===== config.mk =====
export PLATFORM = sky130hd
export DESIGN_NAME = serial_subtractor_flat
export DESIGN_NICKNAME = d
export VERILOG_FILES = /design/src/rtl/serial_arith_pkg.sv /design/src/rtl/serial_subtractor_if.sv /design/src/rtl/full_subtractor.sv /design/src/rtl/serial_subtractor.sv /design/src/flat_wrapper.sv
export SDC_FILE = /design/constraint.sdc
export NUM_CORES = 1
export LEC_CHECK = 0
export BUFFER_PORTS_ARGS = -buffer_cell sky130_fd_sc_hd__buf_2
export CAP_MARGIN = 20
export CORE_ASPECT_RATIO = 1.2
export CORE_MARGIN = 10
export CORE_UTILIZATION = 35
export DETAILED_ROUTE_END_ITERATION = 8
export REMOVE_ABC_BUFFERS = 1
export SYNTH_ARGS = -nofsm -noshare
export SYNTH_HDL_FRONTEND = slang
export SYNTH_SLANG_ARGS = --single-unit

===== constraint.sdc =====
create_clock -name clk -period 1.4 [get_ports clk]
set_input_delay 0 -clock clk [delete_from_list [all_inputs] [get_ports clk]]
set_output_delay 0 -clock clk [all_outputs]
set_load 0.05 [all_outputs]

===== src/rtl/serial_arith_pkg.sv =====
// Shared definitions for the serial arithmetic blocks.
//
// Contents:
//   DEFAULT_WIDTH - default operand width used by serial_subtractor and its
//                   interface.
//   state_t       - control state encoding (IDLE / SHIFT / DONE).
//   cnt_width()   - width of a counter that must hold the values 0..width.
package serial_arith_pkg;

  localparam int DEFAULT_WIDTH = 8;

  typedef enum logic [1:0] {
    IDLE  = 2'd0,
    SHIFT = 2'd1,
    DONE  = 2'd2
  } state_t;

  // The bit counter has to reach WIDTH itself (not just WIDTH-1), because the
  // SHIFT state uses count==WIDTH to detect that all bits have been processed.
  function automatic int cnt_width(input int width);
    return $clog2(width + 1);
  endfunction

endpackage


===== src/rtl/serial_subtractor_if.sv =====
// Request/result bundle for serial_subtractor.
//
// Signals:
//   start    - operation request (sampled by the block only while ready=1)
//   A, B     - minuend / subtrahend, WIDTH bits
//   Bi       - borrow-in
//   ready    - block is idle and will accept start
//   busy     - block is processing bits
//   done     - one-cycle pulse, D/Bo (and ovf) are valid from this cycle
//   D, Bo    - difference and borrow-out, held until the next completion
//   ovf      - signed overflow flag, only present when SERIAL_SUBTRACTOR_OVF_EN
//              is defined
//
// Modports:
//   master - requester side (drives start/A/B/Bi)
//   slave  - the serial_subtractor side
interface serial_subtractor_if
  import serial_arith_pkg::*;
  #(parameter int WIDTH = DEFAULT_WIDTH)
  ();

  logic             start;
  logic [WIDTH-1:0] A;
  logic [WIDTH-1:0] B;
  logic             Bi;
  logic             ready;
  logic             busy;
  logic             done;
  logic [WIDTH-1:0] D;
  logic             Bo;
`ifdef SERIAL_SUBTRACTOR_OVF_EN
  logic             ovf;
`endif

  modport master (
    output start, A, B, Bi,
`ifdef SERIAL_SUBTRACTOR_OVF_EN
    input  ovf,
`endif
    input  ready, busy, done, D, Bo
  );

  modport slave (
    input  start, A, B, Bi,
`ifdef SERIAL_SUBTRACTOR_OVF_EN
    output ovf,
`endif
    output ready, busy, done, D, Bo
  );

endinterface


===== src/rtl/full_subtractor.sv =====
// One-bit full subtractor cell: computes A - B - Bi.
//
// Ports:
//   A  - minuend bit
//   B  - subtrahend bit
//   Bi - borrow in
//   D  - difference bit
//   Bo - borrow out
module full_subtractor (
  input  logic A,
  input  logic B,
  input  logic Bi,
  output logic D,
  output logic Bo
);

  assign D  = A ^ B ^ Bi;
  assign Bo = (~A & B) | (~A & Bi) | (B & Bi);

endmodule


===== src/rtl/serial_subtractor.sv =====
// Bit-serial subtractor: computes D = A - B - Bi one bit per clock, LSB
// first, through a single full_subtractor cell fed from shift registers.
//
// Ports:
//   clk - clock, all state updates on the rising edge
//   rst - synchronous active-high reset
//   bus - serial_subtractor_if.slave (start/A/B/Bi in, ready/busy/done/D/Bo out)
//
// Timing: start accepted at edge t (IDLE -> SHIFT). Bits are shifted at
// edges t+1..t+WIDTH, the block enters DONE at edge t+WIDTH+1 (done high for
// one cycle, D/Bo loaded) and returns to IDLE on the following edge.
//
// Optional feature: define SERIAL_SUBTRACTOR_OVF_EN to add the signed
// overflow output bus.ovf, valid alongside D.
module serial_subtractor
  import serial_arith_pkg::*;
  #(parameter int WIDTH = DEFAULT_WIDTH)
  (
    input  logic                clk,
    input  logic                rst,
    serial_subtractor_if.slave  bus
  );

  localparam int CNT_W = cnt_width(WIDTH);
  localparam logic [CNT_W-1:0] LAST_CNT = CNT_W'(WIDTH);

  state_t           state_reg, state_next;
  logic [CNT_W-1:0] cnt_reg, cnt_next;
  logic [WIDTH-1:0] a_sr_reg, a_sr_next;
  logic [WIDTH-1:0] b_sr_reg, b_sr_next;
  logic [WIDTH-1:0] d_sr_reg, d_sr_next;
  logic             br_reg, br_next;
  logic [WIDTH-1:0] d_out_reg, d_out_next;
  logic             bo_out_reg, bo_out_next;
  logic             cell_d;
  logic             cell_bo;

`ifdef SERIAL_SUBTRACTOR_OVF_EN
  // The operand MSBs are shifted out during SHIFT, so keep copies for the
  // overflow decision made when entering DONE.
  logic a_msb_reg, a_msb_next;
  logic b_msb_reg, b_msb_next;
  logic ovf_reg, ovf_next;
`endif

  full_subtractor u_cell (
    .A  (a_sr_reg[0]),
    .B  (b_sr_reg[0]),
    .Bi (br_reg),
    .D  (cell_d),
    .Bo (cell_bo)
  );

  always_ff @(posedge clk) begin
    if (rst) begin
      state_reg  <= IDLE;
      cnt_reg    <= '0;
      a_sr_reg   <= '0;
      b_sr_reg   <= '0;
      d_sr_reg   <= '0;
      br_reg     <= 1'b0;
      d_out_reg  <= '0;
      bo_out_reg <= 1'b0;
`ifdef SERIAL_SUBTRACTOR_OVF_EN
      a_msb_reg  <= 1'b0;
      b_msb_reg  <= 1'b0;
      ovf_reg    <= 1'b0;
`endif
    end else begin
      state_reg  <= state_next;
      cnt_reg    <= cnt_next;
      a_sr_reg   <= a_sr_next;
      b_sr_reg   <= b_sr_next;
      d_sr_reg   <= d_sr_next;
      br_reg     <= br_next;
      d_out_reg  <= d_out_next;
      bo_out_reg <= bo_out_next;
`ifdef SERIAL_SUBTRACTOR_OVF_EN
      a_msb_reg  <= a_msb_next;
      b_msb_reg  <= b_msb_next;
      ovf_reg    <= ovf_next;
`endif
    end
  end

  always_comb begin
    state_next  = state_reg;
    cnt_next    = cnt_reg;
    a_sr_next   = a_sr_reg;
    b_sr_next   = b_sr_reg;
    d_sr_next   = d_sr_reg;
    br_next     = br_reg;
    d_out_next  = d_out_reg;
    bo_out_next = bo_out_reg;
`ifdef SERIAL_SUBTRACTOR_OVF_EN
    a_msb_next  = a_msb_reg;
    b_msb_next  = b_msb_reg;
    ovf_next    = ovf_reg;
`endif

    case (state_reg)
      IDLE: begin
        if (bus.start) begin
          a_sr_next  = bus.A;
          b_sr_next  = bus.B;
          br_next    = bus.Bi;
          d_sr_next  = '0;
          cnt_next   = '0;
          state_next = SHIFT;
`ifdef SERIAL_SUBTRACTOR_OVF_EN
          a_msb_next = bus.A[WIDTH-1];
          b_msb_next = bus.B[WIDTH-1];
`endif
        end
      end

      SHIFT: begin
        if (cnt_reg == LAST_CNT) begin
          // All bits processed: d_sr holds the full difference and br the
          // final borrow. Results are published only here.
          d_out_next  = d_sr_reg;
          bo_out_next = br_reg;
          state_next  = DONE;
`ifdef SERIAL_SUBTRACTOR_OVF_EN
          ovf_next    = (a_msb_reg != b_msb_reg) && (d_sr_reg[WIDTH-1] != a_msb_reg);
`endif
        end else begin
          // Difference bits enter at the MSB so that after WIDTH shifts the
          // first (LSB) result bit has arrived at position 0.
          a_sr_next = a_sr_reg >> 1;
          b_sr_next = b_sr_reg >> 1;
          d_sr_next = {cell_d, d_sr_reg[WIDTH-1:1]};
          br_next   = cell_bo;
          cnt_next  = cnt_reg + 1'b1;
        end
      end

      DONE: begin
        state_next = IDLE;
      end

      default: begin
        state_next = IDLE;
      end
    endcase
  end

  assign bus.ready = (state_reg == IDLE);
  assign bus.busy  = (state_reg == SHIFT);
  assign bus.done  = (state_reg == DONE);
  assign bus.D     = d_out_reg;
  assign bus.Bo    = bo_out_reg;
`ifdef SERIAL_SUBTRACTOR_OVF_EN
  assign bus.ovf   = ovf_reg;
`endif

endmodule


===== src/flat_wrapper.sv =====
// flat-port wrapper written by rule: the top's interface ports become plain ports
module serial_subtractor_flat import serial_arith_pkg::*;
#(parameter int WIDTH = DEFAULT_WIDTH)
  (clk, rst, bus_start, bus_A, bus_B, bus_Bi, bus_ready, bus_busy, bus_done, bus_D, bus_Bo);
  serial_subtractor_if #(.WIDTH(WIDTH)) bus_i ();
  input  logic clk;
  input  logic rst;
  input wire logic [$bits(bus_i.start)-1:0] bus_start;
  input wire logic [$bits(bus_i.A)-1:0] bus_A;
  input wire logic [$bits(bus_i.B)-1:0] bus_B;
  input wire logic [$bits(bus_i.Bi)-1:0] bus_Bi;
  output wire logic [$bits(bus_i.ready)-1:0] bus_ready;
  output wire logic [$bits(bus_i.busy)-1:0] bus_busy;
  output wire logic [$bits(bus_i.done)-1:0] bus_done;
  output wire logic [$bits(bus_i.D)-1:0] bus_D;
  output wire logic [$bits(bus_i.Bo)-1:0] bus_Bo;
  assign bus_i.start = bus_start;
  assign bus_i.A = bus_A;
  assign bus_i.B = bus_B;
  assign bus_i.Bi = bus_Bi;
  assign bus_ready = bus_i.ready;
  assign bus_busy = bus_i.busy;
  assign bus_done = bus_i.done;
  assign bus_D = bus_i.D;
  assign bus_Bo = bus_i.Bo;
  serial_subtractor #(.WIDTH(WIDTH)) u_core (.clk(clk), .rst(rst), .bus(bus_i));
endmodule

Word-level counts from Yosys, hierarchy flattened
Cells that the tools add are included.
{"block": "word_totals", "register_bits": 40, "latchBits": 0, "ramBits": 0, "mem_bits_ro": 0, "in_bits": 20, "out_inout_bits": 12, "word_cells": 46, "memories": 0}
{"block": "op_classes", "n_addsub": 1, "n_mul": 0, "div": 0, "n_lt_le_gt_ge": 0, "eq_ne": 6, "shifts": 0, "muxes": 18, "bitwise": 8, "reduce_logical": 5}
{"cell": "2-to-1 mux 8 bit", "n": 6}
{"cell": "case mux 8 bit (2 select lines)", "n": 3}
{"cell": "2-to-1 mux 4 bit", "n": 2}
{"cell": "case mux 4 bit (2 select lines)", "n": 1}
{"cell": "adder 4 x 1 -> 4 bit, second input constant", "n": 1}
{"cell": "equality test 4 bit, second input constant", "n": 1}
{"cell": "2-to-1 mux 2 bit", "n": 2}
{"cell": "!= test 2 bit, second input constant", "n": 2}
{"cell": "case mux 2 bit (2 select lines)", "n": 1}
{"cell": "AND reduction 2 bit", "n": 2}
{"cell": "bitwise AND 1 bit", "n": 3}
{"cell": "AND reduction 3 bit", "n": 1}
{"cell": "equality test 2 x 1 -> 1 bit, second input constant", "n": 1}
{"cell": "equality test 2 bit, second input constant", "n": 1}
{"cell": "logical NOT 2 bit", "n": 1}
{"cell": "2-to-1 mux 1 bit", "n": 2}
{"cell": "!= test 2 x 1 -> 1 bit, second input constant", "n": 1}
{"cell": "OR 1 bit", "n": 2}
{"cell": "case mux 1 bit (2 select lines)", "n": 1}
{"cell": "nonzero test 2 bit", "n": 1}
{"cell": "XOR 1 bit", "n": 2}
{"cell": "NOT 1 bit", "n": 1}

Logic depth before layout (Yosys ltp)
{"block": "logic_depth", "ltp_word": 6, "depth_mapped": 7, "depth_no_buf": 5}

Cells and area by module
Synthesis repeated with hierarchy kept, for this count alone.
{"block": "unflattened", "hier_cells": 196, "area_unflattened_um2": 1815.5}
{"mod": "serial_subtractor", "instances": 1, "cells_per_inst": 193, "area_per_inst_um2": 1788.0, "seq_area_each_um2": 800.8}
{"mod": "full_subtractor", "instances": 1, "cells_per_inst": 3, "area_per_inst_um2": 27.5, "seq_area_each_um2": 0.0}

Least setup slack after synthesis
No wires, ideal clock.
{"block": "synth_path", "kind": "register -> register", "startpoint": "register u_core.cnt_reg[0]", "endpoint": "register u_core.b_sr_reg[5]", "setup_time_ns": 0.133, "arrival_ns": 1.226, "setup_slack_ns": 0.040, "path_stages_with_launch": 7, "path_buffers": 1, "period_less_slack_ns": 1.360, "cell_sequence": "dfxtp_1 > inv_1 > ha_1 > and4b_4 > nor2_2 > buf_6 > a311oi_2"}
{"block": "synth_between", "elab_chain_len": 3}
{"item": "start: declaration", "line_no": "serial_subtractor.sv:28", "rtl": "logic [CNT_W-1:0] cnt_reg, cnt_next;"}
{"item": "start signal: assignment", "line_no": "serial_subtractor.sv:71", "rtl": "cnt_reg <= cnt_next;"}
{"item": "equality test 4 bit", "line_no": "serial_subtractor.sv:118", "rtl": "if (cnt_reg == LAST_CNT) begin"}
{"item": "!= test 2 bit (no line)"}
{"item": "AND reduction 3 bit (no line)"}
{"item": "end signal: assignment", "line_no": "serial_subtractor.sv:73", "rtl": "b_sr_reg <= b_sr_next;"}
{"item": "end: declaration", "line_no": "serial_subtractor.sv:30", "rtl": "logic [WIDTH-1:0] b_sr_reg, b_sr_next;"}
Every way passes these cells.
A chain may end at the register's enable or synchronous reset.

Worst setup path in the final report
{"block": "layout_path", "startpoint": "register u_core.cnt_reg[0]", "endpoint": "register u_core.br_reg"}
{"block": "layout_between", "elab_chain_len": 3}
{"item": "equality test 4 bit", "line_no": "serial_subtractor.sv:118"}
{"item": "!= test 2 bit (no line)"}
{"item": "AND reduction 3 bit (no line)"}
{"item": "end signal: assignment", "line_no": "serial_subtractor.sv:75", "rtl": "br_reg <= br_next;"}
{"item": "end: declaration", "line_no": "serial_subtractor.sv:32", "rtl": "logic br_reg, br_next;"}
Every way passes these cells.

==> qor.yml <==
place:
  dp_hpwl_um: 3070
  postPlaceCellArea_um2: 2130
  dp.cells: 304
  place_ws_ns: -0.0252
  gp_congestion: 0.738
  port_buffers: 31
clock_tree:
  cts_inserted_buffers: 5
  clk_latency_ns: 0.30
  clk_pin_slew_ns: 0.09
  cts_buffer_depth: 2
  h-tree-depth: 2
  ctsRootBufferMaster: "clkbuf_8"
  clock_sinks: 40
  cts_tree: "built"
timing:
  fmax_mhz: 704
  slew_headroom_pct: 73.6
  fin_crit_ns: 1.42
  fin_worst_skew_ns: 0.00758
  layout_worst_path_cycle_share_pct: 101
  drv_slew: 0
  setup_ws_ns: -0.0196
  tightest_slew_ns: 0.396
  grt_setup_unrepaired: "yes"
  hold_viol_final: 0
  setup_viol: 1
drt:
  vias: 1782
  wire_per_inst_um: 14.6
  drtPass1Iterations: 4
  wl_um: 4920
  drtAntennaViolNets: 0
  drt_iter0_drc: 195
  drt-vias-per-instance: 5.30
  drc: 0
logic_synthesis:
  syn_inst: 215
  yosysTopAreaCell: "dfxtp_1"
  synthDistinctLibCells: 36
  syn_area_per_cell_um2: 8.50
  synth_area_um2: 1830
  ys_seq_area_share_pct: 43.8
  yosys_warnings: 0
  synthTopCellsByArea: "dfxtp_1 44%, a21oi_1 10%, a311oi_1 6.7%"
  ys_ff_latch: 40
  synth.top_cell.area_share_pct: 43.8
power_and_ir_drop:
  p_sw_share_pct: 26.0
  intPower_mw: 1.91
  leakagePower_nw: 0.990
  peakVddDrop_uv: 660
  p_seq_share_pct: 47.5
  clkPwrFrac_pct: 38.0
  pwr-share-comb_pct: 14.5
  power_switching_mw: 0.671
  powerDensity_nw_per_um2: 998
final_layout:
  regArea_um2: 806
  final_cell_mix: "36 x dfxtp_1, 32 x nand2_1, 31 x buf_2"
  drive_above_1_share_pct: 33.0
  finish.net_count: 298
  fin_cells: 336
  area_growth_pct: 41.4
  multi_input_area_um2: 946
  fillers: 497
  n_antenna_cell: 0
  fin_area_um2: 2580
  final_common_cell: "dfxtp_1"
grt:
  grt_overflow: 0
  grt_pass1_wl_um: 8400
  grt_pass1_vias: 1807
  antenna_found_initial: 0
  grtUsageTotal_pct: 11.7
  grt_max_degree: 23
status:
  status: "finished with violations"
  violations: "negative setup slack"
critical_path:
  crit_arrival_ns: 1.62
  critical_path.max_fanout: 6
  crit_path_end_kind: "flop"
  path_class: "flop to flop"
  startpoint_type: "flop"
  reg2reg_setup_slack_ns: -0.02
  cp.required_ns: 1.60
floorplanning:
  io_pins: 32
  die_h_um: 99.1
  rows: 28
  die-area_um2: 8520
  die_width_um: 86.0
  start_util_pct: 36.5
  coreArea_um2: 5010
run:
  cap_violations: 0
hold_path:
  holdCritPathClass: "primary input to flop"
## final cells by class
class / count / share of cell area [%]
well taps: 60 / 2.91
multi-input cells: 150 / 36.6
flip-flops and latches: 40 / 31.2
repair buffers: 73 / 23.9
clock buffers: 5 / 2.66
inverters: 5 / 0.920
clock inverters: 3 / 1.79
## per-stage QoR
step	power, mW	TNS (ns)	hold WS (ns)	utilization [%]
detailed placement	1.55	-0.0554	0.254	42.4
global placement	1.55	0	0.252	42.4
global route	2.70	-0.250	0.123	51.6
finish	2.58	-0.0196	0.106	51.6
floorplan	1.40	-3.58	0.0679	-
CTS	2.57	0	0.102	48.5
## per-layer routing
| metal | vias to the layer above | global-route usage (%) | wire length [µm] |
|---|---|---|---|
| met3 | 7 | 3.35 | 268 |
| li1 | 900 | - | - |
| met4 | 0 | 6.22 | 134 |
| met2 | 40 | 19.3 | 2360 |
| met5 | - | 0 | 0 |
| met1 | 835 | 13.3 | 2150 |
## synthesized netlist by cell type
library cell	instances
nand2_1	32
o21ai_0	20
nor3_1	2
nor2_2	1
a21oi_1	37
o21ba_2	1
buf_2	6
or3b_2	1
nor3b_1	2
clkbuf_2	1
and4b_4	1
buf_6	3
inv_1	4
nand2b_4	1
clkinv_4	1
clkbuf_1	6
fa_1	1
and3b_1	1
nand2b_1	1
nor2_1	1
o21ai_1	1
buf_4	3
a311oi_2	1
nor2b_1	1
nand4b_1	2
o21bai_2	1
a31oi_1	1
o211ai_1	2
buf_8	1
or3_1	1
a311oi_1	14
nand4_1	7
nand3_1	14
ha_1	2
nand3b_1	1
dfxtp_1	40
## cell families (layout without fill, tap and decap cells)
| logic type | Yosys count | after routing | share of synthesized area (%) |
|---|---|---|---|
| flip-flops | 40 | 40 | 43.8 |
| adder cells (fa/ha/maj) | 3 | 3 | 2.47 |
| buffers and inverters | 25 | 86 | 8.36 |
| AO/OA/AOI/OAI | 78 | 78 | 25.8 |
| AND/OR/NAND/NOR | 69 | 69 | 19.6 |
## worst paths after layout
check | depth (start not counted) | startpoint | to
hold / removal | 2 | rst | u_core.bus.D[3]$_SDFFE_PP0P_
setup / recovery | 7 | u_core.cnt_reg[0]$_SDFFE_PP0P_ | u_core.br_reg$_SDFFE_PP0P_
setup reg to reg | 7 | u_core.cnt_reg[0]$_SDFFE_PP0P_ | u_core.br_reg$_SDFFE_PP0P_
hold reg to reg | 2 | u_core.d_sr_reg[0]$_SDFFE_PP0P_ | u_core.bus.D[0]$_SDFFE_PP0P_
## power groups by stage
stage | Combinational [mW] | Sequential (mW) | Clock, mW
after global routing | 0.421 | 1.23 | 1.05
after floorplan | 0.160 | 1.24 | 0
final | 0.375 | 1.22 | 0.979
after detailed placement | 0.310 | 1.24 | 0
after CTS | 0.350 | 1.22 | 1.00
after global placement | 0.307 | 1.24 | 0
## worst max-delay path: stages, from the launching register on
cell	delay, ns
dfxtp_2	0.34
inv_2	0.05
ha_4	0.16
nand4b_1	0.17
buf_6	0.16
clkbuf_16	0.16
a21oi_2	0.05
a311oi_1	0.23
## what timing repair did
item                       in CTS  in global routing
setup endpoints to repair       9                 29
setup buffers                   1                  3
gates cloned                    0                  3
gates resized for setup         4                 18
pin swaps                       0                 17
hold endpoints to repair       17                  0
hold buffers                   17                  0
No activity file was read; power rests on OpenSTA's default activity.
